### config.mk
export PLATFORM = sky130hd
export DESIGN_NAME = bus_arbiter4
export DESIGN_NICKNAME = d
export VERILOG_FILES = /design/src/rtl/bus_pkg.sv /design/src/rtl/wordmux4.sv /design/src/rtl/bus_arbiter4.sv
export SDC_FILE = /design/constraint.sdc
export NUM_CORES = 1
export LEC_CHECK = 0
export BUFFER_PORTS_ARGS = -buffer_cell sky130_fd_sc_hd__buf_2
export CORE_MARGIN = 1
export CORE_UTILIZATION = 40
export DETAILED_ROUTE_END_ITERATION = 10
export PLACE_DENSITY = 0.7
export SLEW_MARGIN = 20
export SYNTH_ARGS = -nofsm -noshare
export SYNTH_HDL_FRONTEND = slang
export SYNTH_HIERARCHICAL = 1
export SYNTH_SLANG_ARGS = --single-unit
### constraint.sdc
create_clock -name i_clk -period 3 [get_ports i_clk]
set_input_delay 0.6 -clock i_clk [delete_from_list [all_inputs] [get_ports i_clk]]
set_output_delay 0.6 -clock i_clk [all_outputs]
set_load 0.1 [all_outputs]
### src/rtl/bus_pkg.sv
// Shared constants and types for the internal-bus arbiter.
// Requester indices double as the word-mux select codes.
package bus_pkg;
   localparam int REQ_N  = 4;
   localparam int SEL_W  = 2;
   localparam int WORD_W = 16;

   typedef enum logic {
      IDLE  = 1'b0,
      GRANT = 1'b1
   } state_t;

   localparam logic [SEL_W-1:0] REQ_ALU = 2'd0;
   localparam logic [SEL_W-1:0] REQ_MEM = 2'd1;
   localparam logic [SEL_W-1:0] REQ_IMM = 2'd2;
   localparam logic [SEL_W-1:0] REQ_RF  = 2'd3;

   typedef struct packed {
      logic             found;
      logic [SEL_W-1:0] idx;
   } pick_t;
endpackage

### src/rtl/wordmux4.sv
// 4-way bus word mux with an output enable; zero when not enabled.
module wordmux4
   import bus_pkg::*;
(
   input  logic [0:SEL_W-1]  sel,
   input  logic              en,
   input  logic [0:WORD_W-1] d0,
   input  logic [0:WORD_W-1] d1,
   input  logic [0:WORD_W-1] d2,
   input  logic [0:WORD_W-1] d3,
   output logic [0:WORD_W-1] q
);
   logic [0:WORD_W-1] mux;

   always_comb begin
      mux = '0;
      case (sel)
         REQ_ALU: mux = d0;
         REQ_MEM: mux = d1;
         REQ_IMM: mux = d2;
         REQ_RF:  mux = d3;
         default: mux = '0;
      endcase
   end

   assign q = en ? mux : '0;
endmodule

### src/rtl/bus_arbiter4.sv
// Round-robin owner of the 16-bit internal bus with hold-limit preemption.
// Grant/select are registered; only the data path is combinational.
module bus_arbiter4
   import bus_pkg::*;
#(
   parameter int MAX_HOLD = 8,
   parameter int HOLD_W   = 8
) (
   input  logic              i_clk,
   input  logic              i_rst,
   input  logic [0:REQ_N-1]  i_req,
   input  logic [0:WORD_W-1] i_data0,
   input  logic [0:WORD_W-1] i_data1,
   input  logic [0:WORD_W-1] i_data2,
   input  logic [0:WORD_W-1] i_data3,
   output logic [0:REQ_N-1]  o_gnt,
   output logic [0:SEL_W-1]  o_sel,
   output logic              o_valid,
   output logic [0:WORD_W-1] o_data
);
   state_t             state_q, state_n;
   logic [SEL_W-1:0]   ptr_q, ptr_n;
   logic [SEL_W-1:0]   sel_q, sel_n;
   logic [HOLD_W-1:0]  cnt_q, cnt_n;
   logic [0:REQ_N-1]   gnt_q, gnt_n;
   logic [SEL_W-1:0]   nxt_ptr;
   logic [0:REQ_N-1]   others;
   pick_t              pk;

   // First set bit of req scanning start, start+1, ... modulo REQ_N.
   function automatic pick_t rr_pick(input logic [0:REQ_N-1] req,
                                     input logic [SEL_W-1:0] start);
      pick_t            p;
      logic [SEL_W-1:0] idx;
      p = '0;
      for (int i = REQ_N-1; i >= 0; i--) begin
         idx = start + SEL_W'(i);
         if (req[idx]) begin
            p.found = 1'b1;
            p.idx   = idx;
         end
      end
      return p;
   endfunction

   function automatic logic [0:REQ_N-1] onehot(input logic [SEL_W-1:0] i);
      logic [0:REQ_N-1] v;
      v    = '0;
      v[i] = 1'b1;
      return v;
   endfunction

   assign nxt_ptr = sel_q + SEL_W'(1);
   assign others  = i_req & ~onehot(sel_q);

   always_comb begin
      state_n = state_q;
      ptr_n   = ptr_q;
      sel_n   = sel_q;
      cnt_n   = cnt_q;
      gnt_n   = gnt_q;
      pk      = '0;
      case (state_q)
         IDLE: begin
            pk = rr_pick(i_req, ptr_q);
            if (pk.found) begin
               state_n = GRANT;
               sel_n   = pk.idx;
               gnt_n   = onehot(pk.idx);
               cnt_n   = '0;
            end
         end
         GRANT: begin
            if (!i_req[sel_q]) begin
               // Release wins over a coincident timeout.
               ptr_n = nxt_ptr;
               pk    = rr_pick(others, nxt_ptr);
               cnt_n = '0;
               if (pk.found) begin
                  sel_n = pk.idx;
                  gnt_n = onehot(pk.idx);
               end else begin
                  state_n = IDLE;
                  gnt_n   = '0;
               end
            end else if (cnt_q == HOLD_W'(MAX_HOLD-1)) begin
               cnt_n = '0;
               if (|others) begin
                  ptr_n = nxt_ptr;
                  pk    = rr_pick(others, nxt_ptr);
                  sel_n = pk.idx;
                  gnt_n = onehot(pk.idx);
               end
            end else begin
               cnt_n = cnt_q + HOLD_W'(1);
            end
         end
         default: begin
            state_n = IDLE;
            gnt_n   = '0;
         end
      endcase
   end

   always_ff @(posedge i_clk) begin
      if (i_rst) begin
         state_q <= IDLE;
         ptr_q   <= '0;
         sel_q   <= '0;
         cnt_q   <= '0;
         gnt_q   <= '0;
      end else begin
         state_q <= state_n;
         ptr_q   <= ptr_n;
         sel_q   <= sel_n;
         cnt_q   <= cnt_n;
         gnt_q   <= gnt_n;
      end
   end

   assign o_gnt   = gnt_q;
   assign o_sel   = sel_q;
   assign o_valid = (state_q == GRANT);

   wordmux4 u_mux (
      .sel (sel_q),
      .en  (o_valid),
      .d0  (i_data0),
      .d1  (i_data1),
      .d2  (i_data2),
      .d3  (i_data3),
      .q   (o_data)
   );
endmodule

Word-level counts from Yosys, hierarchy flattened
Index checks and enable logic that the tools add are counted.

Output and inout bits: 23. Word-level logic and storage cells: 138. Register bits: 17.

$lt $le $gt $ge: 16. Reduce and logical (&&, ||, !) cells: 9. Bitwise operators: 15. Add/subtract/negate cells: 8. Mux-type cells: 75. Eq/ne operators: 10.

Operators by type and width (count): $pmux 16 s4 (1); $ge 3x3->1 const B (12); $not 2->3 (12); $mux 3 (11); $mux 1 (25); $mux 2 (12); $mux 8 (3); $mux 4 (5); $bmux 1 s2 (9); $mux 16 (1); $pmux 8 s2 (1); $lt 3x1->1 const B (4); $add 2x2->2 const B (4); $add 8x1->8 const B (1); $demux 1 s2 (4); $eq 8x3->1 const B (1); $pmux 4 s2 (1); $add 2x1->2 const B (3); $ne 2x1->1 const B (3); $ne 3x2->1 const B (2); $reduce_and 3->1 (2); $and 4x4->4 (1); $eq 2x2->1 const B (2); $logic_and 1x1->1 (4); other kinds (9) (9).

Depth between registers and ports, before layout
Gate-level depths: netlist of run 1.

Word-level depth: 27. Depth in mapped cells: 8.

Modules after synthesis
Netlist of run 1, hierarchy kept.

By module, submodules not included: bus_arbiter4 (cells an instance 137, area an instance 1228.7 um^2, seq. area each 340.3 um^2, times used 1); wordmux4 (cells an instance 57, area an instance 524.3 um^2, seq. area each 0.0 um^2, times used 1).

Least setup slack after synthesis of run 1
Ideal clock, no wire load.

Kind: register to output. From: reg state_q (netlist: o_valid). To: out o_data[10] (netlist name). Required time: 2.400 ns. Data arrival time: 3.104 ns. Slack: -0.704 ns. Cell stages (with the launch flop): 4. Cells stage by stage: dfxtp_1 > nand2_1 > buf_2 > o22ai_1.

Cells in the longest elaborated chain, start to end: 1.

RTL lines: start, declared (RTL line bus_arbiter4.sv:21) `state_t state_q, state_n;`; start signal, assigned (RTL line bus_arbiter4.sv:113) `state_q <= state_n;`; $mux 16 (RTL line wordmux4.sv:26) `assign q = en ? mux : '0;`; end, declared (RTL line bus_arbiter4.sv:19) `output logic [0:WORD_W-1] o_data`.

No other way between the ends.

Final worst setup path of run 1
From: reg sel_q[1] (netlist: o_sel[0]). To: out o_data[7] (netlist name).

Cells in the longest elaborated chain, start to end: 3. Elaborated cells on any way between the ends: 6. Classes of those cells: eq/ne: 3; mux: 2; reduce/logical: 1.

RTL lines: start, declared (RTL line bus_arbiter4.sv:23) `logic [SEL_W-1:0] sel_q, sel_n;`; start signal, assigned (RTL line bus_arbiter4.sv:115) `sel_q <= sel_n;`; $eq 2x2->1, or another cell as far along (RTL line wordmux4.sv:17) `case (sel)`; $pmux 16 s4 * (RTL line wordmux4.sv:17); $mux 16 * (RTL line wordmux4.sv:26).

Mark *: on every way between the ends. The rest lies on a longest branch, timed or not.

==> results.md, run 1 <==
* Initial Utilization at 0.426
* N_diodes at 0
* HPWL Detailed at 3.94 mm
* Total of max-cap violations at 0
* Yosys warnings at 6
* Syn avg cell area at 9.04 um2
* CP startpoint kind: flip-flop
* Register area share after synthesis at 0.194
* P_leak at 1.01 nW
* Commonest non-fill, non-tap cell in the layout: buf_2
* CTS tree: built
* Final hold vios at 0
* FF-to-FF setup slack at 0.66 ns
* Pre-CTS setup slack at 0.681 ns
* Most frequent cells in the layout: 92 x buf_2, 33 x mux2i_1, 14 x dfxtp_1
* Post-CTS sizing at 0
* Tightest Pin Transition at 0.572 ns
* Die height at 68.2 um
* Clock Skews at 0.00212 ns
* EDFF count, synth at 0
* Part of the cycle the worst path needs at 0.863
* Synth Net Count at 269
* Synthesized area at 1750 um2
* Die ar. at 4650 um2
* Routed WL per cell at 14.9 um
* Fin. max-slew vios at 0
* Residual DRC at 0
* Routed WL at 4.95 mm
* H-tree levels at 1
* Largest net degree at the start of global routing at 33
* Status: finished clean
* Worst r2r src: o_sel[1]
* Utilization after layout at 0.582
* Hold crit path type: flip-flop to flip-flop
* Nets at 358
* Pwr dens at 664 nW/um2
* Primary FF master, synth: dfxtp_1
* Syn Inst Count at 194
* Via Count at 1853
* Setup CP Type: flip-flop to output pin
* Core Box Area at 4120 um2
* CTS root buffer: clkbuf_8
* Hold Path Origin: cnt_q[2]
* WP data required at 2.40 ns
* Distinct cells, synth at 55
* Period minus WS final at 2.59 ns
* Worst path arrival time at 1.99 ns
* Sink Count at 17
* WHS Endpoint: cnt_q[2]
* Share of post-route cells with drive strength above 1 at 0.489
* Rel. slew slack at 0.616
* Post-DRT Antenna Nets at 0
* Num CTS Buffers at 3
* Layout area overhead at 36.6%
* Via-to-Cell Ratio at 5.58
* R2r endpoint: o_gnt[0]
* Vias in the first global route at 1588
* Setup ws final at 0.410 ns
* 1st-iter DRT viols at 65
* Io pins at 93
* Worst reg2reg path depth at 7
* Final Wtd Congestion at 0.905
* Critical-path maximum fanout at 32
* Initial antenna violation count at 0
* Drt pass-1 iters at 4
* Clock latency on the worst-skew pair at 0.25 ns
* Worst VDD drop at 0.000421 V
* GR Overflow Total at 0
* RSZ-0062 raised after global routing: no
* Hold_buf cts at 0
* Postcts setup bufs at 0
* Std cell rows at 23
* Ys async rst share at 0
* Crit. End Element: output pin
* Total GRT Usage at 0.202
* DIE WIDTH at 68.2 um
* First-pass GRT wire length at 7.22 mm
* Setup violations, final at 0
* Clock Pin Slew Worst Setup and Hold Paths at 0.07 ns
* Worst hold path depth at 2
* Yosys reg bits at 17
* Max Buffers Root-to-Sink at 2
* FMAX at 386 MHz
* Hold WS at 0.520 ns
* PortBufs at 92
## report_power, final
part	internal, W	switching (W)
Combinational	0.000328	0.000806
Clock	0.0000921	0.0000788
Sequential	0.000253	0.0000326
## logic make-up (layout without fill, tap and decap cells)
logic type	count (synthesis)	count (layout)	synth area share
simple gates	54	54	0.201
mux	34	34	0.203
xor+xnor	6	6	0.0300
flops	17	17	0.194
compound gates	63	63	0.262
fa+ha+maj	5	5	0.0357
buf+inv	15	103	0.0742
## flip-flops by register name, indices dropped and copies added, names as in the netlist
register,count
cnt_q,8
o_gnt,4
o_sel,2
ptr_q,2
o_valid,1
## synthesized netlist by cell type, drive strengths merged (2+ instances only)
cell	count	area share
mux2i	33	0.19
dfxtp	17	0.19
o22ai	16	0.057
nor2	12	0.026
a21oi	11	0.031
buf	10	0.064
o21ai	9	0.026
nand2	8	0.019
nor2b	7	0.034
a211oi	5	0.033
ha	5	0.036
inv	4	0.0086
nand3b	4	0.017
a31oi	3	0.011
nand2b	3	0.011
o21bai	3	0.013
xnor2	3	0.015
xor2	3	0.015
a21o	2	0.014
a22oi	2	0.0086
a311oi	2	0.017
a32oi	2	0.010
and3	2	0.010
nand4	2	0.0071
nor3	2	0.012
o21a	2	0.0086
or2	2	0.0071
or3	2	0.0071
or4	2	0.013
## per-stage QoR
step	cells	cell area (um2)	TNS, ns	total power (W)
finish	332	2390	0	0.00159
global route	332	2390	0	0.00167
global placement	328	2350	0	0.00142
CTS	332	2390	0	0.00160
floorplan	194	1920	-0.587	0.00129
detailed placement	328	2350	0	0.00143
## cell type report
class                           count  area [um2]
Clock buffer                        3        41.3
Sequential cell                    17         344
Clock inverter                      1        5.00
Tap cell                           50        62.6
Timing Repair Buffer               95         483
Fill cell                         404        1720
Multi-Input combinational cell    162        1440
Inverter                            4        15.0
## worst max path at each step
stage,end,startpoint,slack (ns)
final,o_data[7],o_sel[0],0.41
after global routing,o_data[5],o_sel[0],0.32
after CTS,o_data[7],o_sel[0],0.39
after detailed placement,o_data[7],o_sel[0],0.68
after global placement,o_gnt[3],o_sel[1],0.72
after floorplan,o_data[15],o_sel[0],-0.59
## worst max-delay path: stages, from the launching register on
cell	delay, ns
dfxtp_2	0.40
buf_4	0.48
mux2i_1	0.21
o22ai_4	0.18
buf_2	0.45
## layer usage
metal	up-vias	wire length [um]	part of all wire	GRT usage
li1	925	-	-	-
met2	62	2570	0.52	0.353
met3	4	339	0.068	0.0417
met5	-	0	0	0
met4	0	43	0.0087	0.0313
met1	862	2000	0.40	0.256
Power figures use the tool's default switching activity.
==> run 2: changes to the inputs <==
--- a/config.mk
+++ b/config.mk
@@ -11,3 +11,3 @@
 export DETAILED_ROUTE_END_ITERATION = 10
-export PLACE_DENSITY = 0.7
+export PLACE_DENSITY = 0.73
 export SLEW_MARGIN = 20
@@ -15,3 +15,2 @@
 export SYNTH_HDL_FRONTEND = slang
-export SYNTH_HIERARCHICAL = 1
 export SYNTH_SLANG_ARGS = --single-unit
==> constraint.sdc (replaced) <==
create_clock -name i_clk -period 3 [get_ports i_clk]
set_input_delay 0.45 -clock i_clk [delete_from_list [all_inputs] [get_ports i_clk]]
set_output_delay 0.45 -clock i_clk [all_outputs]
set_load 0.1 [all_outputs]
==> results.md, run 2 <==
* Total GRT Usage at 0.250 (+0.0485)
* CTS tree: built
* Period minus WS final at 2.72 ns (+0.132 ns)
* Drt pass-1 iters at 6 (+2)
* Hold crit path type: flip-flop to flip-flop
* Yosys top cell area share at 0.223 (+0.0292)
* Total of max-cap violations at 0 (unchanged)
* Clock latency on the worst-skew pair at 0.26 ns (about the same)
* Clock Pin Slew Worst Setup and Hold Paths at 0.07 ns (about the same)
* Pre-CTS setup slack at 0.533 ns (-0.148 ns)
* P_leak at 0.936 nW (-7.5%)
* Final hold vios at 0 (unchanged)
* Final Wtd Congestion at 0.822 (-9.2%)
* Initial Utilization at 0.416 (-0.00970)
* Area contributors post-synth: dfxtp_1 22%, a222oi_1 11%, nor2_1 9.9%
* Largest net degree at the start of global routing at 21 (-36%)
* Residual DRC at 0 (unchanged)
* Die height at 63.7 um (-6.6%)
* WHS Endpoint: ptr_q[0]
* Tightest Pin Transition at 0.660 ns (+0.0879 ns)
* Postcts setup bufs at 0 (unchanged)
* Critical path's slowest cell: ha_1
* Rel. slew slack at 0.560 (-0.0563)
* Worst r2r src: o_sel[1]
* Std cell rows at 22 (-4.3%)
* Register area share after synthesis at 0.223 (+0.0292)
* 1st-iter DRT viols at 170 (+160%)
* Setup ws final at 0.278 ns (-0.132 ns)
* Crit. End Element: output pin
* Io pins at 93 (unchanged)
* Pwr dens at 627 nW/um2 (-5.7%)
* Setup violations, final at 0 (unchanged)
* Via Count at 1916 (+3.4%)
* CP cell instances: inv_1 -> ha_1 -> a222oi_1 -> nor2_1 -> a21oi_1 -> nor2_4 -> buf_2
* Post-DRT Antenna Nets at 0 (unchanged)
* FMAX at 367 MHz (-4.8%)
* H-tree levels at 1 (unchanged)
* Largest Register: cnt_q
* FF-to-FF setup slack at 0.50 ns (-0.16 ns)
* Status: finished clean
* Max FFs per register at 8 (unchanged)
* Clock Skews at 0.00616 ns (+0.00404 ns)
* Worst VDD drop at 0.000421 V (about the same)
* R2r endpoint: o_gnt[1]
* First-pass GRT wire length at 8.24 mm (+14%)
* Syn Inst Count at 207 (+6.7%)
* Setup CP Type: flip-flop to output pin
* DIE WIDTH at 63.7 um (-6.6%)
* Critical-path maximum fanout at 18 (-44%)
* EDFF count, synth at 0 (unchanged)
* Nets at 369 (+3.1%)
* WP data required at 2.55 ns (+0.15 ns)
* Fin. max-slew vios at 0 (unchanged)
* Primary FF master, synth: dfxtp_1
* Synthesized area at 1520 um2 (-13%)
* Most frequent cells in the layout: 92 x buf_2, 26 x a21oi_1, 24 x nor2_1
* Routed WL at 4.86 mm (-1.9%)
* GR Overflow Total at 0 (unchanged)
* Part of the cycle the worst path needs at 0.907 (+0.0440)
* Initial antenna violation count at 0 (unchanged)
* Post-CTS sizing at 0 (unchanged)
* HPWL Detailed at 3.82 mm (-3.0%)
* Crit path max-delay family: adder cells
* Worst path bufs/invs at 2 (unchanged)
* Yosys warnings at 0 (-6)
* CP startpoint kind: flip-flop
* CTS root buffer: clkbuf_8
* Via-to-Cell Ratio at 5.62 (+0.67%)
* Post-synthesis compound-gate area fraction at 0.356 (+0.0944)
* Syn avg cell area at 7.36 um2 (-19%)
* Mux cell area share after synthesis at 0.0148 (-0.189)
* Routed WL per cell at 14.2 um (-4.5%)
* Post-synthesis xor/xnor area fraction at 0.0287 (-0.00124)
* Sink Count at 17 (unchanged)
* Worst hold path depth at 2 (unchanged)
* Share of post-route cells with drive strength above 1 at 0.427 (-0.0627)
* Synth Net Count at 282 (+4.8%)
* Largest family of logic cells by synthesized area: compound AO/OA/AOI/OAI gates
* RSZ-0062 raised after global routing: no
* PortBufs at 92 (unchanged)
* Synth area leader: dfxtp_1
* Max Buffers Root-to-Sink at 2 (unchanged)
* Simple-gate area share of the yosys netlist at 0.277 (+0.0761)
* Crit-path max cell delay at 0.60 ns (+0.12 ns)
* Vias in the first global route at 1889 (+19%)
* Worst path arrival time at 2.27 ns (+0.28 ns)
* Commonest non-fill, non-tap cell in the layout: buf_2
* Hold Path Origin: ptr_q[0]
* Top-count cell post-synth: nor2_1
* N_diodes at 0 (unchanged)
* Setup TNS at 0 ns (unchanged)
* Synth Area in Adders at 0.0411 (+0.00536)
* Core Box Area at 3660 um2 (-11%)
* Yosys reg bits at 17 (unchanged)
* Most frequent cells after synthesis: 40 x nor2_1, 26 x a21oi_1, 17 x dfxtp_1
* Layout area overhead at 42.0%
* Die ar. at 4060 um2 (-13%)
* Hold_buf cts at 0 (unchanged)
* Worst reg2reg path depth at 7 (unchanged)
* Distinct cells, synth at 44 (-20%)
* Num CTS Buffers at 3 (unchanged)
* Ys async rst share at 0 (unchanged)
-- run 2: per-stage QoR --
stage	power, W	instance area [um2]	hold WS, ns	std cells	util
global route	0.00144	2160	0.522	341	0.591
floorplan	0.00102	1620	0.468	207	-
detailed placement	0.00118	2120	0.490	337	0.578
global placement	0.00118	2120	0.484	337	0.578
finish	0.00136	2160	0.507	341	0.591
CTS	0.00136	2160	0.501	341	0.591
-- run 2: layout make-up --
| class | instances | area, um2 |
|---|---|---|
| fillers | 359 | 1500 |
| multi-input cells | 169 | 1190 |
| repair buffers | 98 | 505 |
| flip-flops and latches | 17 | 344 |
| well taps | 48 | 60.1 |
| clock buffers | 3 | 41.3 |
| inverters | 5 | 18.8 |
| clock inverters | 1 | 5.00 |
-- run 2: layer usage --
| metal | share of wire | global-route usage | vias up | routed length, um |
|---|---|---|---|---|
| met2 | 0.51 | 0.448 | 67 | 2500 |
| li1 | - | - | 965 | - |
| met1 | 0.42 | 0.296 | 876 | 2030 |
| met3 | 0.049 | 0.0525 | 8 | 240 |
| met5 | 0 | 0 | - | 0 |
| met4 | 0.017 | 0.0710 | 0 | 84 |
-- run 2: cells by family after synthesis --
group / Yosys count
and+or+nand+nor: 85
adders and majority gates: 5
AOI/OAI and AO/OA: 73
xor gates and xnor gates: 5
buffers and inverters: 21
DFF: 17
muxes: 1
-- run 2: worst reg2reg max path, stage by stage, from the launching register on --
cell	delay, ns
dfxtp_2	0.37
inv_1	0.14
ha_1	0.60
nor2b_1	0.24
a2111oi_4	0.37
o21ai_1	0.21
and2_1	0.24
a311oi_1	0.24
-- run 2: worst max-delay path by stage --
stage / startpoint / slack (ns) / to / cells after the start
finish: o_sel[1] / 0.28 / o_data[1] / 7
global route: o_sel[1] / 0.1 / o_data[11] / 7
CTS: o_sel[1] / 0.27 / o_data[8] / 7
detailed placement: o_sel[1] / 0.53 / o_gnt[1] / 7
global placement: o_sel[0] / 0.59 / o_data[1] / 8
floorplan: o_valid / 0.05 / o_data[0] / 5
-- run 2: report_power, final --
group          switching, W  leakage (nW)  total, W  internal (W)
clock network     0.0000814        0.0255  0.000174     0.0000922
registers         0.0000242         0.140  0.000274      0.000249
logic              0.000666         0.771  0.000908      0.000242
total              0.000772         0.936   0.00136      0.000584
==> run 3: changes to the inputs <==
Settings changed: CORE_MARGIN 1 to 2.
==> results.md, run 3 (synthesized netlist as in run 2, its figures left out) <==
* Crit. End Element: output pin
* Switching power at 0.000780 W (+1.0%)
* 1st-iter DRT viols at 184 (+8.2%)
* WP data required at 2.55 ns (about the same)
* CTS root buffer: clkbuf_8
* Worst path arrival time at 2.24 ns (-0.03 ns)
* Via-to-Cell Ratio at 5.62 (about the same)
* FMAX at 371 MHz (+1.1%)
* CP startpoint kind: flip-flop
* Max Buffers Root-to-Sink at 2 (unchanged)
* Post-CTS sizing at 0 (unchanged)
* Via Count at 1911 (-0.26%)
* Setup TNS at 0 ns (unchanged)
* Period minus WS final at 2.69 ns (-0.0297 ns)
* Commonest non-fill, non-tap cell in the layout: buf_2
* Part of the cycle the worst path needs at 0.898 (-0.00991)
* Net Sw Frac at 0.568 (-0.00102)
* Most frequent cells in the layout: 92 x buf_2, 26 x a21oi_1, 24 x nor2_1
* Clock latency on the worst-skew pair at 0.26 ns (about the same)
* Crit-path max cell delay at 0.60 ns (about the same)
* Post-DRT Antenna Nets at 0 (unchanged)
* GR Overflow Total at 0 (unchanged)
* Drt pass-1 iters at 8 (+2)
* Largest net degree at the start of global routing at 25 (+19%)
* Comb power frac at 0.671 (about the same)
* CP cell instances: inv_1 -> ha_1 -> a222oi_1 -> nor2_1 -> a21oi_1 -> nor2_4 -> buf_2
* Total of max-cap violations at 0 (unchanged)
* Die height at 65.7 um (+3.1%)
* Worst VDD drop at 0.000375 V (-11%)
* Tightest Pin Transition at 0.666 ns (+0.00619 ns)
* Setup ws final at 0.307 ns (+0.0297 ns)
* Std cell rows at 22 (unchanged)
* Routed WL at 4.86 mm (+0.12%)
* Final hold vios at 0 (unchanged)
* N_diodes at 0 (unchanged)
* Pwr dens at 629 nW/um2 (+0.40%)
* Sink Count at 17 (unchanged)
* Setup violations, final at 0 (unchanged)
* Die ar. at 4320 um2 (+6.4%)
* Utilization after layout at 0.596 (+0.00478)
* Hold_buf cts at 0 (unchanged)
* Total GRT Usage at 0.233 (-0.0172)
* Vias in the first global route at 1862 (-1.4%)
* Worst path bufs/invs at 2 (unchanged)
* Postcts setup bufs at 0 (unchanged)
* Hold crit path type: flip-flop to flip-flop
* Clock Skews at 0.00484 ns (-0.00132 ns)
* Io pins at 93 (unchanged)
* Pre-CTS setup slack at 0.515 ns (-0.0183 ns)
* Crit path max-delay family: adder cells
* Largest Register: cnt_q
* Nets at 368 (-0.27%)
* Max FFs per register at 8 (unchanged)
* Reg power frac at 0.199 (-0.003)
* DIE WIDTH at 65.7 um (+3.1%)
* FF-to-FF setup slack at 0.46 ns (-0.04 ns)
* Critical path's slowest cell: ha_1
* RSZ-0062 raised after global routing: no
* Cell Int Power at 0.000592 W (+1.5%)
* Initial Utilization at 0.416 (unchanged)
* PortBufs at 92 (unchanged)
* Setup CP Type: flip-flop to output pin
* Rel. slew slack at 0.556 (-0.00412)
* Fin. max-slew vios at 0 (unchanged)
* P_leak at 0.941 nW (+0.55%)
* Clock power frac at 0.130 (+0.002)
* Initial antenna violation count at 0 (unchanged)
* Num CTS Buffers at 3 (unchanged)
* Hold WS at 0.501 ns (-0.00642 ns)
* Residual DRC at 0 (unchanged)
* Status: finished clean
* Final Wtd Congestion at 0.795 (-3.2%)
* Clock Pin Slew Worst Setup and Hold Paths at 0.07 ns (about the same)
* First-pass GRT wire length at 8.05 mm (-2.3%)
* CTS tree: built
* HPWL Detailed at 3.79 mm (-0.82%)
* Routed WL per cell at 14.3 um (+0.42%)
* Core Box Area at 3660 um2 (unchanged)
* Share of post-route cells with drive strength above 1 at 0.425 (-0.00196)
* Critical-path maximum fanout at 18 (unchanged)
* Layout area overhead at 43.1%
* H-tree levels at 1 (unchanged)
[run 3: cell types whose count changed in the layout (fill, tap and decap cells not counted), sizes merged]
cell and change:
buf -1
[run 3: power by group through the flow]
stage / combinational, W / clock (W) / sequential [W]
floorplan: 0.000627 / 0 / 0.000391
global placement: 0.000910 / 0 / 0.000278
detailed placement: 0.000916 / 0 / 0.000279
CTS: 0.000919 / 0.000185 / 0.000273
global route: 0.000979 / 0.000192 / 0.000278
finish: 0.000920 / 0.000178 / 0.000273
[run 3: tightest hold or removal path, delay by kind of cell, from the launching register on]
family             cells  cell delay, ns
AOI/OAI and AO/OA      2            0.13
DFF                    1            0.32
[run 3: cell type report]
cell class / instances / area [um2]
clock inverter: 1 / 5.00
clock buffer: 3 / 41.3
tap: 48 / 60.1
multi-input combinational: 169 / 1190
sequential: 17 / 344
inverter: 5 / 18.8
timing repair buffer: 97 / 523
fill: 357 / 1480
[run 3: per-stage QoR]
stage	std cells	total power [W]	cell area, um2
floorplan	207	0.00102	1620
global placement	336	0.00119	2130
detailed placement	336	0.00119	2130
CTS	340	0.00138	2180
global route	340	0.00145	2180
finish	340	0.00137	2180
[run 3: routing by layer]
layer  GRT usage  part of all wire  vias to the layer above
met5           0                 0                        -
met4      0.0651             0.017                        0
met3      0.0514             0.064                       11
met2       0.424              0.50                       73
met1       0.271              0.42                      858
li1            -                 -                      969
[run 3: worst paths after layout]
kind / start / end / depth (start not counted)
worst min-delay path: ptr_q[0] / ptr_q[0] / 2
worst max-delay path: o_sel[1] / o_data[5] / 7
worst min register to register: ptr_q[0] / ptr_q[0] / 2
worst max register to register: o_sel[1] / o_gnt[1] / 7
